$ cat src/rtl/msg_stream_pkg.sv
// ---------------------------------------------------------------------------
// msg_stream_pkg
// Shared constants for the ASCII message streamer: FSM state encodings,
// default geometry, message lengths and the message text ROM contents.
// Message text is stored right-justified in a packed vector, first
// character in the most significant occupied byte.
// ---------------------------------------------------------------------------
package msg_stream_pkg;

    localparam int ROM_CHAR_W  = 8;
    localparam int ROM_NUM_MSG = 4;
    localparam int ROM_MAX_LEN = 16;

    // FSM state encodings
    localparam logic [1:0] IDLE   = 2'd0;
    localparam logic [1:0] STREAM = 2'd1;
    localparam logic [1:0] DONE   = 2'd2;

    typedef logic [ROM_MAX_LEN*ROM_CHAR_W-1:0] msg_text_t;

    localparam int MSG_LEN [ROM_NUM_MSG] = '{9, 7, 6, 13};

    localparam msg_text_t MSG_TEXT [ROM_NUM_MSG] = '{
        {56'h0, "Guatemala"},
        {72'h0, "Quetzal"},
        {80'h0, "Zacapa"},
        {24'h0, "Soy de Zacapa"}
    };

    // Length of message m; selectors outside the populated range read as 0.
    function automatic int msg_len(input int m, input int num_msg);
        if (m < 0 || m >= num_msg || m >= ROM_NUM_MSG)
            return 0;
        return MSG_LEN[m];
    endfunction

endpackage

$ cat src/rtl/msg_rom.sv
// ---------------------------------------------------------------------------
// msg_rom
// Combinational message ROM lookup.
//   msg : message selector
//   idx : character index within the message
//   ch  : character at (msg, idx); 0 when msg or idx is out of range
// ---------------------------------------------------------------------------
module msg_rom
    import msg_stream_pkg::*;
#(
    parameter int CHAR_W  = ROM_CHAR_W,
    parameter int NUM_MSG = ROM_NUM_MSG,
    parameter int MAX_LEN = ROM_MAX_LEN,
    parameter int SEL_W   = $clog2(NUM_MSG),
    parameter int IDX_W   = $clog2(MAX_LEN)
) (
    input  logic [SEL_W-1:0]  msg,
    input  logic [IDX_W-1:0]  idx,
    output logic [CHAR_W-1:0] ch
);

    // NOTE: every output of a combinational block gets a default first so no latch is inferred.
    always_comb begin
        ch = '0;
        for (int m = 0; m < ROM_NUM_MSG; m++) begin
            if (m < NUM_MSG && int'(msg) == m && int'(idx) < MSG_LEN[m]) begin
                ch = CHAR_W'(MSG_TEXT[m][(MSG_LEN[m] - 1 - int'(idx)) * ROM_CHAR_W +: ROM_CHAR_W]);
            end
        end
    end

endmodule

$ cat src/rtl/msg_stream_seq.sv
// ---------------------------------------------------------------------------
// msg_stream_seq
// Streams a stored ASCII message one character per valid/ready beat,
// one-shot or looping.
//   clk, reset      : clock, asynchronous active-low reset
//   en              : enables character loading and start acceptance
//   start, stop     : begin a message (IDLE only) / abort the current one
//   select, loop    : message number and repeat mode, latched on start
//   q_out, q_valid  : registered character and its valid flag
//   q_ready         : sink ready; a beat transfers on q_valid & q_ready
//   busy            : high while streaming
//   done            : one-cycle pulse after the last beat of a one-shot
//   wrap            : one-cycle pulse with the index-0 reload in loop mode
//   idx             : index of the character on q_out
// ---------------------------------------------------------------------------
module msg_stream_seq
    import msg_stream_pkg::*;
#(
    parameter int CHAR_W  = ROM_CHAR_W,
    parameter int NUM_MSG = ROM_NUM_MSG,
    parameter int MAX_LEN = ROM_MAX_LEN,
    parameter int SEL_W   = $clog2(NUM_MSG),
    parameter int IDX_W   = $clog2(MAX_LEN)
) (
    input  logic              clk,
    input  logic              reset,
    input  logic              en,
    input  logic              start,
    input  logic              stop,
    input  logic [SEL_W-1:0]  select,
    input  logic              loop,
    output logic [CHAR_W-1:0] q_out,
    output logic              q_valid,
    input  logic              q_ready,
    output logic              busy,
    output logic              done,
    output logic              wrap,
    output logic [IDX_W-1:0]  idx
);

    logic [1:0]        state;
    logic [SEL_W-1:0]  sel_q;
    logic              loop_q;
    logic [IDX_W-1:0]  load_idx;   // next index to load after an en stall
    logic              wrap_pend;  // stalled load is the loop restart

    logic [SEL_W-1:0]  rom_sel;
    logic [IDX_W-1:0]  rom_idx;
    logic [CHAR_W-1:0] rom_ch;
    logic              beat;
    logic              last;
    int                cur_len;
    int                sel_len;

    assign beat    = q_valid & q_ready;
    assign cur_len = msg_len(int'(sel_q), NUM_MSG);
    assign sel_len = msg_len(int'(select), NUM_MSG);
    assign last    = (int'(idx) == cur_len - 1);
    assign busy    = (state == STREAM);

    // In IDLE the selector is not yet latched, so look up the live input.
    assign rom_sel = (state == IDLE) ? select : sel_q;

    always_comb begin
        rom_idx = '0;
        if (state == STREAM) begin
            if (q_valid)
                rom_idx = last ? '0 : idx + IDX_W'(1);
            else
                rom_idx = load_idx;
        end
    end

    msg_rom #(
        .CHAR_W  (CHAR_W),
        .NUM_MSG (NUM_MSG),
        .MAX_LEN (MAX_LEN),
        .SEL_W   (SEL_W),
        .IDX_W   (IDX_W)
    ) u_rom (
        .msg (rom_sel),
        .idx (rom_idx),
        .ch  (rom_ch)
    );

    // NOTE: sequential state uses non-blocking assignments so every register samples pre-edge values.
    always_ff @(posedge clk or negedge reset) begin
        if (!reset) begin
            state     <= IDLE;
            sel_q     <= '0;
            loop_q    <= 1'b0;
            load_idx  <= '0;
            wrap_pend <= 1'b0;
            q_out     <= '0;
            q_valid   <= 1'b0;
            done      <= 1'b0;
            wrap      <= 1'b0;
            idx       <= '0;
        end else begin
            done <= 1'b0;
            wrap <= 1'b0;
            case (state)
                IDLE: begin
                    // stop outranks start; an empty message skips straight to DONE
                    if (start && !stop && en) begin
                        if (sel_len != 0) begin
                            state     <= STREAM;
                            sel_q     <= select;
                            loop_q    <= loop;
                            q_out     <= rom_ch;
                            q_valid   <= 1'b1;
                            idx       <= '0;
                            wrap_pend <= 1'b0;
                        end else begin
                            state <= DONE;
                            done  <= 1'b1;
                        end
                    end
                end
                STREAM: begin
                    if (stop) begin
                        state     <= IDLE;
                        q_valid   <= 1'b0;
                        wrap_pend <= 1'b0;
                    end else if (beat) begin
                        if (last && !loop_q) begin
                            state   <= DONE;
                            q_valid <= 1'b0;
                            done    <= 1'b1;
                        end else if (en) begin
                            q_out   <= rom_ch;
                            q_valid <= 1'b1;
                            idx     <= rom_idx;
                            wrap    <= last;
                        end else begin
                            q_valid   <= 1'b0;
                            load_idx  <= rom_idx;
                            wrap_pend <= last;
                        end
                    end else if (!q_valid && en) begin
                        q_out     <= rom_ch;
                        q_valid   <= 1'b1;
                        idx       <= load_idx;
                        wrap      <= wrap_pend;
                        wrap_pend <= 1'b0;
                    end
                end
                DONE: begin
                    state <= IDLE;
                end
                default: begin
                    state <= IDLE;
                end
            endcase
        end
    end

endmodule
$ cat config.mk
export PLATFORM = sky130hd
export DESIGN_NAME = msg_stream_seq
export DESIGN_NICKNAME = d
export VERILOG_FILES = /design/src/rtl/msg_stream_pkg.sv /design/src/rtl/msg_rom.sv /design/src/rtl/msg_stream_seq.sv
export SDC_FILE = /design/constraint.sdc
export NUM_CORES = 1
export LEC_CHECK = 0
export CAP_MARGIN = 20
export CORE_MARGIN = 2
export CORE_UTILIZATION = 50
export CTS_CLUSTER_SIZE = 40
export DETAILED_ROUTE_END_ITERATION = 16
export MAX_ROUTING_LAYER = met4
export PLACE_DENSITY = 0.72
export SLEW_MARGIN = 25
export SYNTH_ARGS = -nofsm -noshare
export SYNTH_HDL_FRONTEND = slang
export SYNTH_SLANG_ARGS = --single-unit
$ cat constraint.sdc
create_clock -name clk -period 4.4 [get_ports clk]
set_input_delay 0.66 -clock clk [delete_from_list [all_inputs] [get_ports clk]]
set_output_delay 0.66 -clock clk [all_outputs]
set_load 0.05 [all_outputs]
==> impl_results.md, run 1 <==
- Drt total wl: about 6 mm
- Post-route ant nets: 0
- R2R cell count: 14
- Critical Path Source Type: register
- GRT Residual Overflow: 0
- Fmax: about 240 MHz
- Total power: just under 1 mW
- Dpl ws: around 330 ps
- PortBufs: 23
- Pwr per Cell Area: about 380 mW/mm²
- Vias in the first global route: 2,070
- Synthesized flop and latch total: 24
- H-tree levels: 1
- Die area: about 0.005 mm²
- Starting density of the core: 0.520
- Top FF cell, synth: dfrtp_1
- Number of max-cap violations: 0
- Cells after synthesis: 273
- Layout cells sized above 1: 0.137
- RD Place Congestion: 0.932
- Root Buffer: clkbuf_8
- Post-CTS Hold Buffers: 0
- Final Hold Fails: 0
- Status: finished clean
- Post-Syn Area: ~0.0023 mm²
- Num CTS Buffers: 3
- Critical Path RT: around 4600 ps
- Min-Delay Path Class: reg -> reg
- Yosys top cell area share: 0.263
- Synth-to-Final Area Change: 14.4%
- Synth Warn #: 0
- Minimum clock period: approximately 4100 ps
- Syn Nets: slightly below 300
- I/O Pins: 25
- RSZ-0062 raised after global routing: false
- Synth area leaders: dfrtp_1 (26%), ha_1 (8.2%), o21ai_0 (4.2%)
- Setup ws final: ~300 ps
- Reg2reg end: q_out[0]$_DFFE_PN0P_
- Area leader, netlist: dfrtp_1
- Async SR Flop Fraction: 1.00
- Ratio of final minimum period to clock period: 0.932
- Hold Path End: load_idx[1]$_DFFE_PN0P_
- Avg WL per Cell: 17.8 µm
- Fin. max-slew vios: 0
- Sequential area share after synthesis: 0.263
- VDD IR-drop max: 198 µV
- Worst r2r src: sel_q[0]$_DFFE_PN0P_
- Postcts setup bufs: 0
- Drt first pass iters: 4
- Rows: 24
- Number of synthesized flops with an enable pin: 0
- Clk_skew: about 2.7 ps
- Total GRT Usage: 0.265
- Hold WS: just over 500 ps
- Worst reg2reg setup slack: around 300 ps
- N_diodes: 0
- TNS Setup: 0 ps
- DR DRC count: 0
- Slew HR: 0.604
- Die X: 71.5 µm
- Crit path arrival time: 4270 ps
- Clock-pin slew on the worst setup and hold paths: 90 ps
- Worst Setup Path Type: reg -> reg
- Pleak: around 1.0 nW
- Worst setup EP type: register
- Worst Max-Slew Pin Slew: ~600 ps
- Hpwl dp: 4.64 mm
- Clock latency on the worst-skew pair: ~270 ps
- Number of vias per cell: 6.40
- Total via count in the routed design: between 2,000 and 2,500
- Syn avg cell area: roughly 8.4 µm²
- Setup violations, final: 0
- CTS tree: done
- CTS sink count: 24
- Initial DRC Count: ~280
- First-pass GRT wire length: around 10 mm
- Hold path depth: 2
- Clk buf depth: 2
- Cts repair resizes: 0
- Die span in y: approximately 72 µm
- Crit-path max FO: 11
- Synth unique cells: 75
- Initial antenna violation count: 0
- Fill cells: ~400
- Largest net degree at the start of global routing: 25
- Core area: approximately 0.0044 mm²
- Layout Nets: 318
- HP Start: load_idx[1]$_DFFE_PN0P_
through the flow:
step | std cells | util | instance area, µm²
after floorplan | 273 | - | 2280
after global placement | 341 | 0.579 | 2540
after detailed placement | 341 | 0.579 | 2540
after CTS | 345 | 0.595 | 2610
after global routing | 345 | 0.595 | 2610
final | 345 | 0.595 | 2610
cell type report:
| cell class | count | area, µm² | share of cell area |
|---|---|---|---|
| clock inverter | 1 | 30.0 | 0.0115 |
| timing repair buffer | 28 | 268 | 0.103 |
| sequential | 24 | 601 | 0.230 |
| tap | 52 | 65.1 | 0.0249 |
| inverter | 16 | 60.1 | 0.0230 |
| multi-input combinational | 221 | 1550 | 0.592 |
| clock buffer | 3 | 41.3 | 0.0158 |
worst max-delay path: stages (launching register included):
cell and delay [ps]:
dfrtp_1 420, inv_1 120, ha_1 310, and2b_4 280, o21ai_4 100, o311a_1 360, o21ai_2 440, inv_2 160
ha_1 260, and2_1 150, a311oi_1 390, nor4_2 150, o21a_1 160, a221o_1 320, o32a_1 350
how the worst max path moves through the flow:
stage | slack (ps) | to | start
global placement | 420 | q_out[0]$_DFFE_PN0P_ | sel_q[0]$_DFFE_PN0P_
global route | 20 | q_out[0]$_DFFE_PN0P_ | sel_q[0]$_DFFE_PN0P_
floorplan | 790 | q_out[0]$_DFFE_PN0P_ | sel_q[0]$_DFFE_PN0P_
CTS | 330 | q_out[0]$_DFFE_PN0P_ | sel_q[0]$_DFFE_PN0P_
finish | 300 | q_out[0]$_DFFE_PN0P_ | sel_q[0]$_DFFE_PN0P_
detailed placement | 330 | q_out[0]$_DFFE_PN0P_ | sel_q[0]$_DFFE_PN0P_
routing by layer:
metal	share of wire	vias to the layer above	track usage
li1	-	1070	-
met5	0	-	-
met2	0.46	67	0.407
met4	0.0086	0	0.0545
met3	0.055	7	0.0366
met1	0.48	1063	0.374
where the power goes:
| part | total [mW] | leakage, nW | switching, mW | internal (mW) |
|---|---|---|---|---|
| logic | 0.486 | 0.684 | 0.319 | 0.168 |
| clock network | 0.199 | 0.0357 | 0.0776 | 0.122 |
| registers | 0.294 | 0.307 | 0.0409 | 0.253 |
cells in the mapped netlist (5+ instances only):
master	n
a31oi_1	10
inv_1	13
xnor2_1	6
nor2_1	19
a21oi_1	14
o21ai_0	19
ha_1	15
dfrtp_1	24
nor3_1	10
o31ai_1	5
nand4_1	5
nand3_1	6
o211ai_1	5
nand2_1	25
state kept, by name, summed over array words and instances (netlist names):
name / count
q_out: 7
idx: 4
load_idx: 4
sel_q: 2
state: 2
done: 1
loop_q: 1
q_valid: 1
wrap: 1
wrap_pend: 1
placed cells by master, fill, tap and decap left out, types with 2 or more instances in the layout:
| cell | count |
|---|---|
| a221oi_1 | 2 |
| nand4_1 | 5 |
| nor4_1 | 2 |
| ha_1 | 15 |
| nand2_1 | 25 |
| o21a_1 | 2 |
| a32oi_1 | 2 |
| o21ai_0 | 19 |
| or4_1 | 3 |
| xnor2_1 | 6 |
| o21ai_1 | 3 |
| inv_1 | 13 |
| dfrtp_1 | 24 |
| o211a_1 | 2 |
| a21oi_1 | 14 |
| o21ai_2 | 2 |
| clkdlybuf4s50_1 | 23 |
| o22ai_1 | 2 |
| inv_2 | 3 |
| nand2b_1 | 4 |
| a311o_1 | 3 |
| o211ai_1 | 5 |
| clkbuf_8 | 3 |
| a31oi_1 | 10 |
| o31ai_1 | 5 |
| a211o_1 | 2 |
| a21oi_2 | 3 |
| nor2_1 | 19 |
| a41oi_1 | 2 |
| buf_4 | 5 |
| a31o_2 | 2 |
| nor2b_1 | 4 |
| nand3_1 | 6 |
| nor3_1 | 10 |
| and3_1 | 3 |
cell families (layout without fill, tap and decap cells):
| logic type | after synthesis | after routing | synth area share |
|---|---|---|---|
| DFF | 24 | 24 | 0.263 |
| and+or+nand+nor | 99 | 99 | 0.244 |
| xor gates and xnor gates | 8 | 8 | 0.0340 |
| buffers and inverters | 28 | 48 | 0.0620 |
| adders and majority gates | 15 | 15 | 0.0823 |
| other | 1 | 1 | 0.00164 |
| muxes | 2 | 2 | 0.00933 |
| AOI/OAI and AO/OA | 96 | 96 | 0.304 |
No activity file was read; power rests on OpenSTA's default activity.
==> run 2, diff against run 1 <==
--- a/config.mk
+++ b/config.mk
@@ -10,6 +10,7 @@
 export CORE_UTILIZATION = 50
 export CTS_CLUSTER_SIZE = 40
 export DETAILED_ROUTE_END_ITERATION = 16
+export GPL_TIMING_DRIVEN = 0
 export MAX_ROUTING_LAYER = met4
 export PLACE_DENSITY = 0.72
 export SLEW_MARGIN = 25
==> impl_results.md, run 2 (synthesis gave the netlist of run 1 again) <==
- Slew HR: 0.438
- Avg WL per Cell: ~19 µm
- Register Area: ~600 µm²
- Pwr per Cell Area: 377 mW/mm²
- Clk buf depth: 2
- Synth-to-Final Area Change: 16.5%
- Starting density of the core: 0.520
- Total via count in the routed design: ~2,300
- TNS Setup: 0 ps
- Worst reg2reg setup slack: ~130 ps
- Fmax: between 200 and 250 MHz
- Crit path arrival time: 4430 ps
- Drt first pass iters: 6
- RD Place Congestion: about 0.94
- Crit-path max FO: 11
- Worst Max-Slew Pin Slew: around 840 ps
- Min-Delay Path Class: in -> async
- Critical Path RT: approximately 4600 ps
- Die span in y: about 72 µm
- Most common cell after layout, fill and taps aside: nand2_1
- Worst r2r src: sel_q[0]$_DFFE_PN0P_
- Area taken by multi-input logic gates: 0.00155 mm²
- Layout Nets: around 330
- PortBufs: 23
- Max reg flops: 7
- Minimum clock period: 4270 ps
- Fin. max-slew vios: 0
- Largest net degree at the start of global routing: 25
- Clk_skew: 9.35 ps
- Largest Register: q_out
- Root Buffer: clkbuf_8
- Final Hold Fails: 0
- Crit path from: sel_q[0]$_DFFE_PN0P_
- First-pass GRT wire length: between 10 and 15 mm
- Die area: approximately 0.0051 mm²
- Most frequent cells in the layout: nand2_1 (25), dfrtp_1 (24), clkdlybuf4s50_1 (22), nor2_1 (19), o21ai_0 (19)
- Setup violations, final: 0
- Drt total wl: around 6.5 mm
- Post-route ant nets: 0
- RSZ-0062 raised after global routing: true
- DR DRC count: 0
- Number of max-cap violations: 0
- VDD IR-drop max: 252 µV
- Layout cells sized above 1: 0.150
- Reg2reg end: q_out[6]$_DFFE_PN0P_
- CTS sink count: 24
- Worst setup EP type: register
- Die X: between 70 and 80 µm
- Clock latency on the worst-skew pair: about 280 ps
- N_diodes: 0
- Worst Setup Path Type: reg -> reg
- Fill cells: between 400 and 500
- Vias in the first global route: ~2,100
- CTS tree: done
- R2R cell count: 15
- Critical Path Source Type: register
- Pleak: ~1.1 nW
- Initial antenna violation count: 0
- Core area: between 0.004 and 0.005 mm²
- H-tree levels: 1
- Total power: roughly 1.0 mW
- Number of vias per cell: 6.61
- Largest regs: q_out: 7 flops, idx: 4 flops, load_idx: 4 flops
- Status: finished clean
- GRT Residual Overflow: 0
- Ratio of final minimum period to clock period: 0.969
- Rows: 24
- I/O Pins: 25
- Hpwl dp: between 4 and 5 mm
- Clock-pin slew on the worst setup and hold paths: ~100 ps
- Num CTS Buffers: 3
- Total GRT Usage: 0.274
- Initial DRC Count: 190
## run 2: per-stage QoR
step / util / instances / hold slack (ps) / setup WS, ps / instance area, µm²
global placement: 0.588 / 348 / 486 / 8.85 / 2580
finish: 0.606 / 352 / 367 / 135 / 2660
CTS: 0.603 / 352 / 383 / 113 / 2640
floorplan: - / 273 / 364 / 793 / 2280
detailed placement: 0.586 / 348 / 487 / 107 / 2570
global route: 0.606 / 352 / 426 / -95.6 / 2660
## run 2: cell type report
| type | instances | area share |
|---|---|---|
| inverters | 16 | 0.0226 |
| clock inverters | 1 | 0.0113 |
| plain buffers | 12 | 0.0311 |
| flip-flops and latches | 24 | 0.226 |
| repair buffers | 23 | 0.0848 |
| well taps | 52 | 0.0245 |
| clock buffers | 3 | 0.0155 |
| multi-input cells | 221 | 0.584 |
## run 2: critical path: stages, from the launching register on
cell	delay (ps)
dfrtp_1	440
inv_1	130
ha_1	310
and2b_4	280
o21ai_4	110
o311a_1	380
o21ai_4	350
ha_1	210
nand3_1	110
a211o_1	310
a21oi_1	320
buf_2	290
mux2i_1	250
a21oi_1	90
a221oi_1	420
a31oi_1	130
## run 2: repair_timing
action / in CTS / in global routing
endpoints found under the setup margin: 0 / 3
buffers inserted: 0 / 0
hold buffers: 0 / 0
gates resized for setup: 0 / 4
## run 2: how the worst max path moves through the flow
stage,to,slack (ps),cells after the start
2_1_floorplan,q_out[0]$_DFFE_PN0P_,790,14
3_3_place_gp,q_out[6]$_DFFE_PN0P_,9,15
3_5_place_dp,q_out[6]$_DFFE_PN0P_,110,15
4_1_cts,q_out[6]$_DFFE_PN0P_,110,15
5_1_grt,q_out[6]$_DFFE_PN0P_,-100,15
6_report,q_out[6]$_DFFE_PN0P_,130,15
## run 2: report_power, final
part           switching (mW)  internal (mW)
clock network          0.0838          0.122
registers              0.0319          0.253
logic                   0.336          0.174
## run 2: routing by layer
layer,track usage,vias to the layer above,share of wire
met5,-,-,0
met2,0.414,124,0.45
li1,-,1080,-
met3,0.0239,9,0.089
met1,0.391,1113,0.44
met4,0.0839,0,0.016
==> patch 1: new RTL, settings of run 1 <==
Reset style: synchronous (`reset`), changed in one clocked block. Comments in the files are not updated.
--- a/src/rtl/msg_stream_seq.sv
+++ b/src/rtl/msg_stream_seq.sv
@@ -85,5 +85,5 @@
 
     // NOTE: sequential state uses non-blocking assignments so every register samples pre-edge values.
-    always_ff @(posedge clk or negedge reset) begin
+    always_ff @(posedge clk) begin
         if (!reset) begin
             state     <= IDLE;
Function: differs if reset is asserted again (counterexample within 4 cycles, from zero or initial values and one cycle with reset low); with reset held inactive, the same outputs for 4 cycles.
==> patch 1 against run 1 <==
Utilization grew 0.24 points; via count grew 15%; sequential share of layout area shrank 4.9 points; cell count grew 12%; critical path type unchanged; routed wire length grew 6.9%; critical path depth grew 2; cell area grew 1.8%; first-iteration DRC count grew 23%; sequential cell count is the same; synthesized area grew 2.6%; worst setup slack gained 0.26 ns.
Power is not compared: it rests on default switching activity, and its combinational part moved more than twofold at a synthesized area within 25%.
==> patch 1: results <==
outcome:
  status: "completed"
detailed_routing:
  drtIter0Drc: 350
  routedWlPerCell_um: 16.9
  via_per_inst: 6.56
  firstDrtPassIters: 5
worst_setup_path:
  reg2reg_depth: 16
  startpoint_type: "flip-flop"
  cp.arrival_ns: 4.05
  critPathMaxFanout: 10
  critical_path.top_delay_family: "simple AND/OR/NAND/NOR gates"
  regToRegSetupSlack_ns: 0.56
  slowest_stage: "dfxtp_1"
  cp-endpoint: "q_out[3]"
  slowest_delay_ns: 0.41
  reg2reg_from: "sel_q[0]"
finish:
  buf_share_pct: 9.23
  seq_share_pct: 18.1
  nClkBuffers: 3
  multi_input_comb_area_um2: 1710
  reg_top3: "q_out x7, idx x4, load_idx x4"
  n_all_inverters: 22
  buffers: 25
  fin_nets: 361
  multiInputCombCellCount: 261
  fillerInstances: 431
  clkCellAreaFrac_pct: 2.68
  drive_gt1_share_pct: 7.14
global_route:
  grtUsageTotal_pct: 26.9
  antenna_found_initial: 0
  grt_pass1_vias: 2205
  grt_start_max_net_pins: 22
  grt_first_pass_wirelength_um: 10900
clocking:
  htreeDepth: 1
  cts-root-buf: "clkbuf_8"
  clk_path_buf_depth: 2
  clkSlewWorstSetupHoldPaths_ns: 0.10
  postCtsSetupBuffers: 0
yosys:
  ys_ff_latch: 24
  ys.flop_type: "dfxtp_1"
  synthTopCellsByArea: "dfxtp_1 21%, ha_1 8.0%, nor2_1 5.1%, nand2_1 4.5%, a31oi_1 4.3%"
  synth_seq_area_share_pct: 20.5
  synth_common_cells: "32 x nor2_1, 28 x nand2_1, 24 x dfxtp_1"
  async_flop_share_pct: 0
  syn_nets: 346
  synth_cell_types: 63
  synth_edf_count: 0
place:
  pre_cts_slack_ns: 0.613
  hpwl_um: 4790
  gp_congestion: 0.964
timing:
  clock.fmax_ghz: 0.261
  worst_pin_slew_ns: 0.931
  skew_ns: 0.00870
  setup_viol: 0
worst_hold_path:
  hp-class: "reg -> reg"
die:
  taps: 52
power:
  ir_drop_uv: 109
==> patch 1: cell families (layout without fill, tap and decap cells) <==
family / Yosys count / count (layout) / share of synthesized area [%]
AO/OA/AOI/OAI: 109 / 109 / 33.0
XOR/XNOR: 11 / 11 / 4.44
adder cells (fa/ha/maj): 15 / 15 / 8.02
buffers and inverters: 37 / 51 / 6.47
flip-flops: 24 / 24 / 20.5
multiplexers: 5 / 5 / 2.40
other: 1 / 1 / 0.160
AND/OR/NAND/NOR: 120 / 120 / 25.0
==> patch 1: stage by stage <==
step           cell area [µm²]  std cells  utilization [%]
6_report                  2660        388             59.8
5_1_grt                   2660        388             59.8
4_1_cts                   2660        388             59.8
3_5_place_dp              2580        384             58.2
3_3_place_gp              2580        384             58.2
2_1_floorplan             2340        322                -
==> patch 1: worst min-delay path by stage <==
stage          cells after the start       from        end  slack, ns
4_1_cts                            1  wrap_pend  wrap_pend       0.49
2_1_floorplan                      1  wrap_pend  wrap_pend       0.44
3_3_place_gp                       1  wrap_pend  wrap_pend       0.46
3_5_place_dp                       1  wrap_pend  wrap_pend       0.47
5_1_grt                            1  wrap_pend  wrap_pend       0.51
6_report                           1  wrap_pend  wrap_pend       0.49
==> patch 1: power by group <==
| group | leakage (nW) | switching (W) | total [W] | internal [W] |
|---|---|---|---|---|
| clock | 0.0357 | 0.0000833 | 0.000205 | 0.000122 |
| sequential | 0.195 | 0.00000674 | 0.000229 | 0.000223 |
| combinational | 0.816 | 0.0000707 | 0.000108 | 0.0000372 |
| total | 1.05 | 0.000161 | 0.000542 | 0.000382 |
==> patch 1: per-layer routing <==
metal	track usage, %	vias up	share of wire [%]
met5	-	-	0
met4	6.79	0	1.8
met3	2.50	17	8.1
met2	39.7	153	43
met1	39.5	1154	47
li1	-	1222	-
==> patch 2: new RTL, config.mk and constraints of run 1 <==
Without the edit above. The package constant `ROM_MAX_LEN` goes from 16 to 32.
--- a/src/rtl/msg_stream_pkg.sv
+++ b/src/rtl/msg_stream_pkg.sv
@@ -10,5 +10,5 @@
     localparam int ROM_CHAR_W  = 8;
     localparam int ROM_NUM_MSG = 4;
-    localparam int ROM_MAX_LEN = 16;
+    localparam int ROM_MAX_LEN = 32;
 
     // FSM state encodings
Ports: changed (resized idx); port bits go from 25 to 26. The function was not compared with the original's and may differ.
==> patch 2 against run 1 <==
Die area grew 5.5%; sequential cell count grew 2; cell count grew 11%; worst setup slack gained 0.14 ns; sequential share of layout area grew 0.47 points; power grew 26%; critical path depth grew 1; cell area grew 6.2%; routed wire length grew 11%; synthesized area grew 5.8%; critical endpoint unchanged; highest routed layer unchanged.
==> patch 2: results <==
clocking:
  clk_latency_ns: 0.28
  cts-root-buf: "clkbuf_8"
  clkSlewWorstSetupHoldPaths_ns: 0.10
  cts.repair.resized: 0
  postCtsSetupBuffers: 0
  clk_path_buf_depth: 2
  cts-buffers-inserted: 3
place:
  port-buffer-count: 24
  pre_cts_slack_ns: 0.558
  hpwl_um: 5160
  gp_congestion: 1.03
yosys:
  synthTopCellsByArea: "dfrtp_1 27%, ha_1 6.2%, nand2_1 6.1%, nor2_1 5.0%, a21oi_1 3.9%"
  synth_seq_area_share_pct: 27.0
  synth_common_cells: "39 x nand2_1, 32 x nor2_1, 26 x dfrtp_1"
  syn_nets: 332
  async_flop_share_pct: 100
  ys.flop_type: "dfrtp_1"
  ys.warnings.count: 0
  synth_cell_types: 67
outcome:
  status: "completed"
global_route:
  grt_start_max_net_pins: 27
  grtUsageTotal_pct: 27.6
  antenna_found_initial: 0
  grt_pass1_vias: 2188
  grt_first_pass_wirelength_um: 11000
detailed_routing:
  firstDrtPassIters: 5
  wirelength_um: 6790
  via_per_inst: 6.40
  drtIter0Drc: 324
power:
  netSwitchingFraction_pct: 47.8
  ir_drop_uv: 236
  power.leakage_nw: 1.17
worst_setup_path:
  cp.arrival_ns: 4.16
  critPathMaxFanout: 9
die:
  die_x_um: 73.5
finish:
  drive_gt1_share_pct: 8.48
  fin_nets: 352
  diodes: 0
  reg_top3: "q_out x7, idx x5, load_idx x5"
  fillerInstances: 433
timing:
  skew_ns: 0.00362
  worst_pin_slew_ns: 0.737
worst_hold_path:
  hp-class: "reg -> reg"
-- patch 2: cell count changes after synthesis, moves of 4 or more --
cell,before,now
nand2_1,25,39
nor2_1,19,32
clkbuf_1,4,12
a21oi_1,14,19
inv_1,13,8
nand2b_1,4,8
-- patch 2: final cells by class --
| cell class | instances | share of cell area (%) |
|---|---|---|
| clock buffer | 3 | 1.49 |
| clock inverter | 1 | 1.08 |
| inverter | 9 | 1.22 |
| multi-input combinational | 259 | 59.5 |
| sequential | 26 | 23.5 |
| tap | 54 | 2.44 |
| timing repair buffer | 32 | 10.8 |
-- patch 2: worst max-delay path, cell delays in order (launching register included) --
cell and delay [ns]:
dfrtp_1 0.38, inv_1 0.10, ha_1 0.24, xor2_1 0.17
nor4_2 0.56, nand2b_1 0.16, a31oi_1 0.24, buf_4 0.18
ha_1 0.26, nand3_1 0.12, a211o_1 0.32, a21boi_2 0.35
nand3_1 0.21, a31oi_1 0.21, nand4_1 0.16, a41oi_1 0.21
-- patch 2: through the flow --
| step | instance area [µm²] | cells |
|---|---|---|
| floorplan | 2410 | 311 |
| global placement | 2700 | 380 |
| detailed placement | 2700 | 380 |
| CTS | 2770 | 384 |
| global route | 2770 | 384 |
| finish | 2770 | 384 |
-- patch 2: layer usage --
layer	part of all wire, %	global-route usage (%)
met5	0	-
met3	6.4	2.61
met4	1.4	8.28
met2	43	39.6
met1	49	40.9
-- patch 2: cell families (layout without fill, tap and decap cells) --
group,after synthesis,in the layout,share of synthesized area [%]
AND/OR/NAND/NOR,130,130,26.6
AO/OA/AOI/OAI,101,101,28.9
flip-flops,26,26,27.0
buffers and inverters,26,45,4.77
adder cells (fa/ha/maj),12,12,6.22
XOR/XNOR,10,10,4.25
multiplexers,5,5,2.18
other,1,1,0.155
-- patch 2: power groups by stage --
stage | Sequential, W | Combinational [W] | Clock, W
detailed placement | 0.000332 | 0.000683 | 0
CTS | 0.000328 | 0.000685 | 0.000211
global placement | 0.000331 | 0.000683 | 0
finish | 0.000328 | 0.000697 | 0.000207
global route | 0.000334 | 0.000750 | 0.000222
floorplan | 0.000442 | 0.000377 | 0
-- patch 2: worst paths after layout --
path | slack [ns] | cells past startpoint | end | start
min reg2reg | 0.51 | 2 | load_idx[1] | load_idx[1]
max in group asynchronous | 3.40 | 2 | q_out[3] | reset
max | 0.44 | 15 | q_out[0] | sel_q[0]
max reg2reg | 0.44 | 15 | q_out[0] | sel_q[0]
min in group asynchronous | 0.73 | 2 | wrap | reset
min | 0.51 | 2 | load_idx[1] | load_idx[1]
